<file path="src/rtl/fetch_step_if.sv">
// fetch_step_if: groups the fetch stage's instruction-memory request/response
// channel, the execute redirect, and the fetch->decode handshake.
// master = fetch stage side, slave = memory/execute/decode environment side.
// Optional macro FETCH_PERF_COUNTER_EN adds the delivered-instruction counter.
interface fetch_step_if;
  logic        bellek_istek_gecerli_o;
  logic        bellek_istek_hazir_i;
  logic [31:0] bellek_adres_o;
  logic        bellek_yanit_gecerli_i;
  logic [31:0] bellek_yanit_veri_i;
  logic        dallanma_gecerli_i;
  logic [31:0] dallanma_adres_i;
  logic        stall_i;
  logic        getir_gecerli_o;
  logic [31:0] getir_buyruk_o;
  logic [31:0] getir_ps_o;
`ifdef FETCH_PERF_COUNTER_EN
  logic [31:0] getir_sayac_o;
`endif

  modport master (
    output bellek_istek_gecerli_o,
    input  bellek_istek_hazir_i,
    output bellek_adres_o,
    input  bellek_yanit_gecerli_i,
    input  bellek_yanit_veri_i,
    input  dallanma_gecerli_i,
    input  dallanma_adres_i,
    input  stall_i,
    output getir_gecerli_o,
    output getir_buyruk_o,
    output getir_ps_o
`ifdef FETCH_PERF_COUNTER_EN
    ,
    output getir_sayac_o
`endif
  );

  modport slave (
    input  bellek_istek_gecerli_o,
    output bellek_istek_hazir_i,
    input  bellek_adres_o,
    output bellek_yanit_gecerli_i,
    output bellek_yanit_veri_i,
    output dallanma_gecerli_i,
    output dallanma_adres_i,
    output stall_i,
    input  getir_gecerli_o,
    input  getir_buyruk_o,
    input  getir_ps_o
`ifdef FETCH_PERF_COUNTER_EN
    ,
    input  getir_sayac_o
`endif
  );
endinterface

</file>
<file path="src/rtl/fetch_step.sv">
// fetch_step: fetch stage. Owns the PC, issues in-order word reads to
// instruction memory under a credit limit (outstanding + buffered <= FIFO_DEPTH),
// buffers returned words with their PCs and hands the FIFO head to decode.
// A redirect from execute flushes the buffer and discards responses that were
// already in flight when it happened.
// Optional macro FETCH_PERF_COUNTER_EN: adds getir_sayac_o, a wrapping count of
// instructions accepted by decode.
module fetch_step #(
  parameter logic [31:0] RESET_PC   = 32'h0000_0000,
  parameter int          FIFO_DEPTH = 4
) (
  input  logic         clk_i,
  input  logic         rst_i,
  fetch_step_if.master bus
);

  localparam int CW = $clog2(FIFO_DEPTH) + 1;  // counter width, holds 0..FIFO_DEPTH
  localparam int AW = $clog2(FIFO_DEPTH);      // FIFO pointer width

  typedef enum logic [1:0] {
    BASLAT  = 2'b00,  // one settling cycle after reset release
    CALIS   = 2'b01,  // normal fetching
    TEMIZLE = 2'b10   // waiting for stale responses to drain
  } state_t;

  state_t         state;
  logic [31:0]    pc;           // address of the next request
  logic [CW-1:0]  outstanding;  // requests accepted but not yet answered
  logic [CW-1:0]  drop;         // responses still to be discarded after a redirect
  logic [CW-1:0]  count;        // FIFO occupancy
  logic [AW-1:0]  rd_ptr;
  logic [AW-1:0]  wr_ptr;
  logic [31:0]    buyruk_mem [FIFO_DEPTH];
  logic [31:0]    ps_mem     [FIFO_DEPTH];

  logic [CW:0]    credit_used;
  logic           redirect;
  logic           req_valid;
  logic           accept;
  logic           resp;
  logic           push;
  logic           pop;
  logic [CW-1:0]  out_after_resp;
  logic [31:0]    resp_pc;
  logic [31:0]    target_pc;
  logic           unused_target_bits;

  // Low target bits are forced to 00; this only absorbs them.
  assign unused_target_bits = ^bus.dallanma_adres_i[1:0];

  // Request/response/handshake qualifiers derived from current state.
  always_comb begin
    redirect       = bus.dallanma_gecerli_i;
    credit_used    = {1'b0, outstanding} + {1'b0, count};
    req_valid      = 1'b0;
    accept         = 1'b0;
    resp           = 1'b0;
    push           = 1'b0;
    pop            = 1'b0;
    out_after_resp = outstanding;
    target_pc      = {bus.dallanma_adres_i[31:2], 2'b00};
    // Oldest in-flight request: pc has already advanced once per outstanding request.
    resp_pc        = pc - (32'(outstanding) << 2);

    if ((state == CALIS) && !redirect && (credit_used < (CW+1)'(FIFO_DEPTH))) begin
      req_valid = 1'b1;
    end else begin
      req_valid = 1'b0;
    end

    accept = req_valid && bus.bellek_istek_hazir_i;

    // A response with nothing outstanding is spurious and ignored.
    if (bus.bellek_yanit_gecerli_i && (outstanding != CW'(0))) begin
      resp           = 1'b1;
      out_after_resp = outstanding - CW'(1);
    end else begin
      resp           = 1'b0;
      out_after_resp = outstanding;
    end

    // Keep the word only when it is not stale and no redirect is flushing now.
    if (resp && (drop == CW'(0)) && !redirect) begin
      push = 1'b1;
    end else begin
      push = 1'b0;
    end

    if ((count != CW'(0)) && !bus.stall_i) begin
      pop = 1'b1;
    end else begin
      pop = 1'b0;
    end
  end

  // Control FSM: state, PC, outstanding-request and stale-drop counters.
  always_ff @(posedge clk_i or posedge rst_i) begin
    if (rst_i) begin
      state       <= BASLAT;
      pc          <= RESET_PC;
      outstanding <= CW'(0);
      drop        <= CW'(0);
    end else if (redirect) begin
      // No request can be accepted in a redirect cycle, so only the response matters.
      pc          <= target_pc;
      outstanding <= out_after_resp;
      drop        <= out_after_resp;
      if (out_after_resp != CW'(0)) begin
        state <= TEMIZLE;
      end else begin
        state <= CALIS;
      end
    end else begin
      case ({accept, resp})
        2'b10:   outstanding <= outstanding + CW'(1);
        2'b01:   outstanding <= outstanding - CW'(1);
        default: outstanding <= outstanding;
      endcase

      if (accept) begin
        pc <= pc + 32'd4;
      end else begin
        pc <= pc;
      end

      if (resp && (drop != CW'(0))) begin
        drop <= drop - CW'(1);
      end else begin
        drop <= drop;
      end

      case (state)
        BASLAT: begin
          state <= CALIS;
        end
        CALIS: begin
          state <= CALIS;
        end
        TEMIZLE: begin
          if (resp && (drop == CW'(1))) begin
            state <= CALIS;
          end else begin
            state <= TEMIZLE;
          end
        end
        default: begin
          state <= BASLAT;
        end
      endcase
    end
  end

  // FIFO bookkeeping: pointers and occupancy; a redirect empties the buffer.
  always_ff @(posedge clk_i or posedge rst_i) begin
    if (rst_i) begin
      rd_ptr <= AW'(0);
      wr_ptr <= AW'(0);
      count  <= CW'(0);
    end else if (redirect) begin
      rd_ptr <= AW'(0);
      wr_ptr <= AW'(0);
      count  <= CW'(0);
    end else begin
      if (push) begin
        wr_ptr <= wr_ptr + AW'(1);
      end else begin
        wr_ptr <= wr_ptr;
      end

      if (pop) begin
        rd_ptr <= rd_ptr + AW'(1);
      end else begin
        rd_ptr <= rd_ptr;
      end

      case ({push, pop})
        2'b10:   count <= count + CW'(1);
        2'b01:   count <= count - CW'(1);
        default: count <= count;
      endcase
    end
  end

  // FIFO storage: cleared on reset so the decode outputs read zero until filled.
  always_ff @(posedge clk_i or posedge rst_i) begin
    if (rst_i) begin
      for (int i = 0; i < FIFO_DEPTH; i++) begin
        buyruk_mem[i] <= 32'h0000_0000;
        ps_mem[i]     <= 32'h0000_0000;
      end
    end else if (push) begin
      buyruk_mem[wr_ptr] <= bus.bellek_yanit_veri_i;
      ps_mem[wr_ptr]     <= resp_pc;
    end else begin
      buyruk_mem[wr_ptr] <= buyruk_mem[wr_ptr];
      ps_mem[wr_ptr]     <= ps_mem[wr_ptr];
    end
  end

`ifdef FETCH_PERF_COUNTER_EN
  logic [31:0] sayac;

  // Count every instruction decode accepts; wraps naturally.
  always_ff @(posedge clk_i or posedge rst_i) begin
    if (rst_i) begin
      sayac <= 32'h0000_0000;
    end else if (pop) begin
      sayac <= sayac + 32'd1;
    end else begin
      sayac <= sayac;
    end
  end

  assign bus.getir_sayac_o = sayac;
`else
`endif

  assign bus.bellek_istek_gecerli_o = req_valid;
  assign bus.bellek_adres_o         = pc;
  assign bus.getir_gecerli_o        = (count != CW'(0));
  assign bus.getir_buyruk_o         = buyruk_mem[rd_ptr];
  assign bus.getir_ps_o             = ps_mem[rd_ptr];

endmodule
</file>
<file path="src/flat_wrapper.sv">
// flat-port wrapper written by rule: the top's interface ports become plain ports
module fetch_step_flat 
#(
  parameter logic [31:0] RESET_PC   = 32'h0000_0000,
  parameter int          FIFO_DEPTH = 4
)
  (clk_i, rst_i, bus_bellek_istek_gecerli_o, bus_bellek_istek_hazir_i, bus_bellek_adres_o, bus_bellek_yanit_gecerli_i, bus_bellek_yanit_veri_i, bus_dallanma_gecerli_i, bus_dallanma_adres_i, bus_stall_i, bus_getir_gecerli_o, bus_getir_buyruk_o, bus_getir_ps_o);
  fetch_step_if bus_i ();
  input  logic clk_i;
  input  logic rst_i;
  output wire logic [$bits(bus_i.bellek_istek_gecerli_o)-1:0] bus_bellek_istek_gecerli_o;
  input wire logic [$bits(bus_i.bellek_istek_hazir_i)-1:0] bus_bellek_istek_hazir_i;
  output wire logic [$bits(bus_i.bellek_adres_o)-1:0] bus_bellek_adres_o;
  input wire logic [$bits(bus_i.bellek_yanit_gecerli_i)-1:0] bus_bellek_yanit_gecerli_i;
  input wire logic [$bits(bus_i.bellek_yanit_veri_i)-1:0] bus_bellek_yanit_veri_i;
  input wire logic [$bits(bus_i.dallanma_gecerli_i)-1:0] bus_dallanma_gecerli_i;
  input wire logic [$bits(bus_i.dallanma_adres_i)-1:0] bus_dallanma_adres_i;
  input wire logic [$bits(bus_i.stall_i)-1:0] bus_stall_i;
  output wire logic [$bits(bus_i.getir_gecerli_o)-1:0] bus_getir_gecerli_o;
  output wire logic [$bits(bus_i.getir_buyruk_o)-1:0] bus_getir_buyruk_o;
  output wire logic [$bits(bus_i.getir_ps_o)-1:0] bus_getir_ps_o;
  assign bus_bellek_istek_gecerli_o = bus_i.bellek_istek_gecerli_o;
  assign bus_i.bellek_istek_hazir_i = bus_bellek_istek_hazir_i;
  assign bus_bellek_adres_o = bus_i.bellek_adres_o;
  assign bus_i.bellek_yanit_gecerli_i = bus_bellek_yanit_gecerli_i;
  assign bus_i.bellek_yanit_veri_i = bus_bellek_yanit_veri_i;
  assign bus_i.dallanma_gecerli_i = bus_dallanma_gecerli_i;
  assign bus_i.dallanma_adres_i = bus_dallanma_adres_i;
  assign bus_i.stall_i = bus_stall_i;
  assign bus_getir_gecerli_o = bus_i.getir_gecerli_o;
  assign bus_getir_buyruk_o = bus_i.getir_buyruk_o;
  assign bus_getir_ps_o = bus_i.getir_ps_o;
  fetch_step #(.RESET_PC(RESET_PC), .FIFO_DEPTH(FIFO_DEPTH)) u_core (.clk_i(clk_i), .rst_i(rst_i), .bus(bus_i));
endmodule
</file>
<file path="config.mk">
export PLATFORM = sky130hd
export DESIGN_NAME = fetch_step_flat
export DESIGN_NICKNAME = d
export VERILOG_FILES = /design/src/rtl/fetch_step_if.sv /design/src/rtl/fetch_step.sv /design/src/flat_wrapper.sv
export SDC_FILE = /design/constraint.sdc
export NUM_CORES = 1
export LEC_CHECK = 0
export ABC_CLOCK_PERIOD_IN_PS = 20100
export BUFFER_PORTS_ARGS = -buffer_cell sky130_fd_sc_hd__buf_2
export CAP_MARGIN = 20
export CORE_ASPECT_RATIO = 0.6
export CORE_MARGIN = 5
export CORE_UTILIZATION = 58
export DETAILED_ROUTE_END_ITERATION = 7
export GPL_TIMING_DRIVEN = 0
export PLACE_DENSITY = 0.8
export REMOVE_ABC_BUFFERS = 1
export SETUP_SLACK_MARGIN = 0.05
export SYNTH_ARGS = -nofsm -noshare
export SYNTH_HDL_FRONTEND = slang
export SYNTH_SLANG_ARGS = --single-unit
</file>
<file path="constraint.sdc">
create_clock -name clk_i -period 20.1 [get_ports clk_i]
set_input_delay 1.005 -clock clk_i [delete_from_list [all_inputs] [get_ports clk_i]]
set_output_delay 1.005 -clock clk_i [all_outputs]
set_load 0.02 [all_outputs]
</file>
== After elaboration in Yosys (flattened, before gate mapping) ==
Cells that the tools add are included.

* Bits in registers: 303
* Bits of input ports: 70
* Output and inout port bits: 98
* Word-level logic and storage cells: 104

* Add/subtract/negate cells: 10
* Order comparisons: 4
* Eq/ne operators: 7
* Mux-type cells: 41
* Bitwise logic cells: 2
* Reduce and logical (&&, ||, !) cells: 25

{| class="wikitable"
|+ Operators with widths
! cell !! count
|-
| $bwmux 128 || 4
|-
| $mux 32 || 11
|-
| $bmux 32 s2 || 4
|-
| $mux 128 || 2
|-
| $demux 32 s2 || 1
|-
| $add 32x3->32 const B || 1
|-
| $sub 32x5->32 || 1
|-
| $reduce_bool 3->1 || 6
|-
| $mux 3 || 5
|-
| $mux 2 || 7
|-
| $pmux 3 s2 || 2
|-
| $logic_and 1x1->1 || 10
|-
| $sub 3x1->3 const B || 3
|-
| $reduce_bool 2->1 || 4
|-
| $add 3x1->3 const B || 2
|-
| $eq 2x1->1 const B || 3
|-
| $eq 2x2->1 const B || 3
|-
| $ge 3x3->1 const B || 2
|-
| $not 2->3 || 2
|-
| $add 2x1->2 const B || 2
|-
| $add 3x3->4 || 1
|-
| $lt 4x3->1 const B || 1
|-
| $mux 1 || 4
|-
| $pmux 2 s2 || 1
|-
| 6 further kinds || 7
|}

== Longest topological paths before layout ==
* Depth after elaboration: 9
* Gate-level depth with buffers: 12
* Mapped depth without buffers: 9

== Worst setup path before layout ==
OpenSTA, ideal clock, no wires.

* Path kind: input-to-output
* From: in bus_dallanma_gecerli_i
* To: out bus_bellek_istek_gecerli_o
* Arrival: 2082 ps
* Data required time: 19095 ps
* Setup slack: 17013 ps
* Stages: 4
* Path buffers: 1
* Path through: clkbuf_1 nor4b_2 nand2_1 nor2_1

* Longest elaborated chain between the ends: 4

{| class="wikitable"
|+ RTL lines
! item !! RTL line !! text
|-
| start: declaration || flat_wrapper.sv:16 || <nowiki>input wire logic [$bits(bus_i.dallanma_gecerli_i)-1:0] bus_dallanma_gecerli_i;</nowiki>
|-
| $logic_not 1->1 || fetch_step.sv:65 || <nowiki>if ((state == CALIS) && !redirect && (credit_used < (CW+1)'(FIFO_DEPTH))) begin</nowiki>
|-
| $logic_and 1x1->1 (2 in a row) || fetch_step.sv:65 ||
|-
| $mux 1 || fetch_step.sv:65 ||
|-
| end: declaration || flat_wrapper.sv:11 || <nowiki>output wire logic [$bits(bus_i.bellek_istek_gecerli_o)-1:0] bus_bellek_istek_gecerli_o;</nowiki>
|}

Every way passes these cells.

== Worst setup path in the final report ==
* From: reg u_core.rd_ptr[0]
* To: out bus_getir_ps_o[6]

* Longest elaborated chain between the ends: 4

{| class="wikitable"
|+ RTL lines
! item !! RTL line !! text
|-
| start: declaration || fetch_step.sv:31 || <nowiki>logic [AW-1:0] rd_ptr;</nowiki>
|-
| start signal: assignment || fetch_step.sv:171 || <nowiki>rd_ptr <= rd_ptr + AW'(1);</nowiki>
|-
| start signal: assignment || fetch_step.sv:173 || <nowiki>rd_ptr <= rd_ptr;</nowiki>
|-
| $not 2->3 (not written as such) || fetch_step.sv:222 || <nowiki>assign bus.getir_ps_o = ps_mem[rd_ptr];</nowiki>
|-
| $bmux 32 s2 || fetch_step.sv:222 ||
|-
| $mux 32 (not written as such) (2 in a row) || fetch_step.sv:222 ||
|-
| end: declaration || flat_wrapper.sv:21 || <nowiki>output wire logic [$bits(bus_i.getir_ps_o)-1:0] bus_getir_ps_o;</nowiki>
|}

Every way passes these cells. The select of a mux whose other input is x is not followed.

==> metrics.txt <==
status completed; pin count of the biggest net entering global routing 105; DP HPWL 27720 um; Worst path max stage delay 860 ps; clock latency on the worst-skew pair 570 ps; Root Buffer clkbuf_16; RSZ-0062 raised after global routing false; Syn-to-layout area delta 12.90%; routed vias/inst 6.550; worst-path fanout max 37; WP data required 19090 ps; post-route clock period utilization 0.1818; die height 140.7 um; TritonCTS Buffers 29; register bit total from synthesis 301; final setup fails 0; Power Total 2.605 mW; Placed Instances 1860; CTS tree yes; drt pass-1 iters 5; max_slew headroom 0.3203; # IOs 168; Nets 1612; Pwr Density 139.8 nW/um^2; Hold Path Class reg2reg; Final GP Congestion 0.8429; Vias 12540; slew at the pin closest to its max-slew limit 1017 ps; share of cells above drive strength 1 0.2919; hold_buf cts 0; setup TNS 0 ps; Cell Area, Synth 16510 um^2; share of flip-flops with an asynchronous set or reset 1.000; slowest CP cell dfrtp_4; final wirelength 43160 um; DR WL/cell 22.55 um; Final ANT Viol Nets 0; Arr. time, crit path 2650 ps; Max Transition Viols Final 0; Cell variety after synth 60; post-route DRC violation count 0; Seq/Total Area, Yosys 0.4563; Setup CP Type reg2out; CP cell instances buf_16, mux4_2, buf_2; min Tclk post-route 3655 ps; Worst VDD drop 103.3 uV; fmax 0.2736 GHz; initial drt markers 1212; Finished Layout Cells 1914; EDFF count, synth 0; Final Hold Fails 0; Die X 227.8 um; Worst Setup End Kind output pin; first-pass GRT wire length 70180 um; Cell Area, Placed 17690 um^2; port bufs 163; Core Rows 47; Max-Cap Viols 0; GR Overflow Total 0; Clock Sinks 301; Post-CTS Setup Bufs 0; Design Area, Final 18640 um^2; Yosys warning count 0; number of global-route vias before repair 12720; initial antenna violation count 2; GRT Total Usage 0.2685; Initial Util 0.5934; Critical Path Source Type flop; Setup Skew 12.84 ps; total core area 27820 um^2; final core occ 0.6700; Clock transition at path regs 70 ps; Post-Synthesis Cells 1434; Synth Area per Inst 11.51 um^2; Post-CTS Resized 0; Clock Tree Buf Depth 3; Synth Flop Type dfrtp_1; die area 32040 um^2; # H-tree levels 1; Leak 7.528 nW
[synthesized netlist by cell type (all sizes together) (22+ instances only)]
master / number / area, um^2
mux2: 77 / 867.1
clkbuf: 79 / 296.5
a221o: 22 / 220.2
xnor2: 23 / 201.4
mux2i: 40 / 400.4
a21oi: 166 / 830.8
dfrtp: 301 / 7532
nor2b: 28 / 175.2
nor2: 204 / 765.7
o21ai: 29 / 145.1
nand2: 50 / 187.7
buf: 41 / 212.7
mux4: 128 / 2883
[worst max-delay path: cells and delay by family (launching register included)]
| family | cells | cell delay [ps] |
|---|---|---|
| mux | 1 | 620 |
| buf+inv | 2 | 550 |
| flops | 1 | 860 |
[cells by family after synthesis]
kind of cell	count (synthesis)	synth area share
XOR/XNOR	36	0.01910
AND/OR/NAND/NOR	416	0.1223
adder cells (fa/ha/maj)	18	0.01455
multiplexers	245	0.2514
AO/OA/AOI/OAI	277	0.1007
buffers and inverters	140	0.03540
other	1	0.0002272
flip-flops	301	0.4563
[layout by cell type (no fill, tap or decap), drive strengths merged, types with 6 or more instances in the layout]
| cell type | n |
|---|---|
| xnor2 | 23 |
| a21oi | 166 |
| or3 | 13 |
| and2 | 13 |
| a221o | 22 |
| nand3 | 21 |
| clkinv | 6 |
| or4 | 12 |
| o31ai | 9 |
| clkbuf | 43 |
| a221oi | 8 |
| nor4 | 15 |
| ha | 16 |
| nand2 | 50 |
| inv | 21 |
| and3 | 7 |
| a31oi | 17 |
| xor2 | 13 |
| mux2i | 40 |
| o21ai | 29 |
| nand4 | 17 |
| nor2 | 204 |
| nor3 | 18 |
| mux2 | 77 |
| dfrtp | 301 |
| buf | 178 |
| mux4 | 128 |
| nor2b | 28 |
[registers in the layout, indices dropped and copies added, names as in the netlist]
| name | flops |
|---|---|
| u_core.count | 3 |
| u_core.buyruk_mem | 128 |
| u_core.ps_mem | 128 |
| u_core.state | 2 |
| u_core.wr_ptr | 2 |
| u_core.drop | 3 |
| u_core.bus.bellek_adres_o | 30 |
| u_core.rd_ptr | 2 |
| u_core.outstanding | 3 |
[routing by layer]
layer / wire, um / part of all wire / global-route usage / vias up
met3: 3819 / 0.088 / 0.06230 / 92
met1: 17650 / 0.41 / 0.3741 / 6323
met5: 0 / 0 / 0 / -
li1: - / - / - / 5516
met2: 20520 / 0.48 / 0.4295 / 605
met4: 1178 / 0.027 / 0.08241 / 0
[power by group]
part	internal (mW)	switching (mW)	leakage [nW]
Combinational	0.510	0.587	3.73
Clock	0.313	0.238	0.466
Sequential	0.779	0.177	3.34
Total	1.60	1.00	7.53
[cell type report]
type	count	area [um^2]
Fill cell	2008	9180
Multi-Input combinational cell	994	8444
Sequential cell	301	7547
Timing Repair Buffer	178	1156
Clock buffer	43	838.3
Tap cell	367	459.2
Clock inverter	9	102.6
Inverter	20	82.58
Antenna cell	2	5.005
[worst paths after layout]
check | slack [ps] | cells after the start | startpoint | end
worst max-delay path | 16450 | 3 | u_core.rd_ptr[0] | bus_getir_ps_o[6]
worst min-delay path | 520 | 1 | u_core.state[0] | u_core.state[1]
worst max register to register | 16760 | 7 | u_core.outstanding[1] | u_core.ps_mem[49]
worst min register to register | 520 | 1 | u_core.state[0] | u_core.state[1]
max in group asynchronous | 18560 | 3 | rst_i | u_core.wr_ptr[0]
min in group asynchronous | 530 | 2 | rst_i | u_core.buyruk_mem[96]
[stage by stage]
| stage | hold slack, ps | setup WS [ps] |
|---|---|---|
| after floorplan | 446.8 | 10780 |
| after global placement | 464.1 | 7588 |
| after detailed placement | 497.2 | 16110 |
| after CTS | 520.0 | 16430 |
| after global routing | 529.9 | 16320 |
| final | 517.3 | 16450 |
Note: power is estimated with default switching activity, not from simulation.
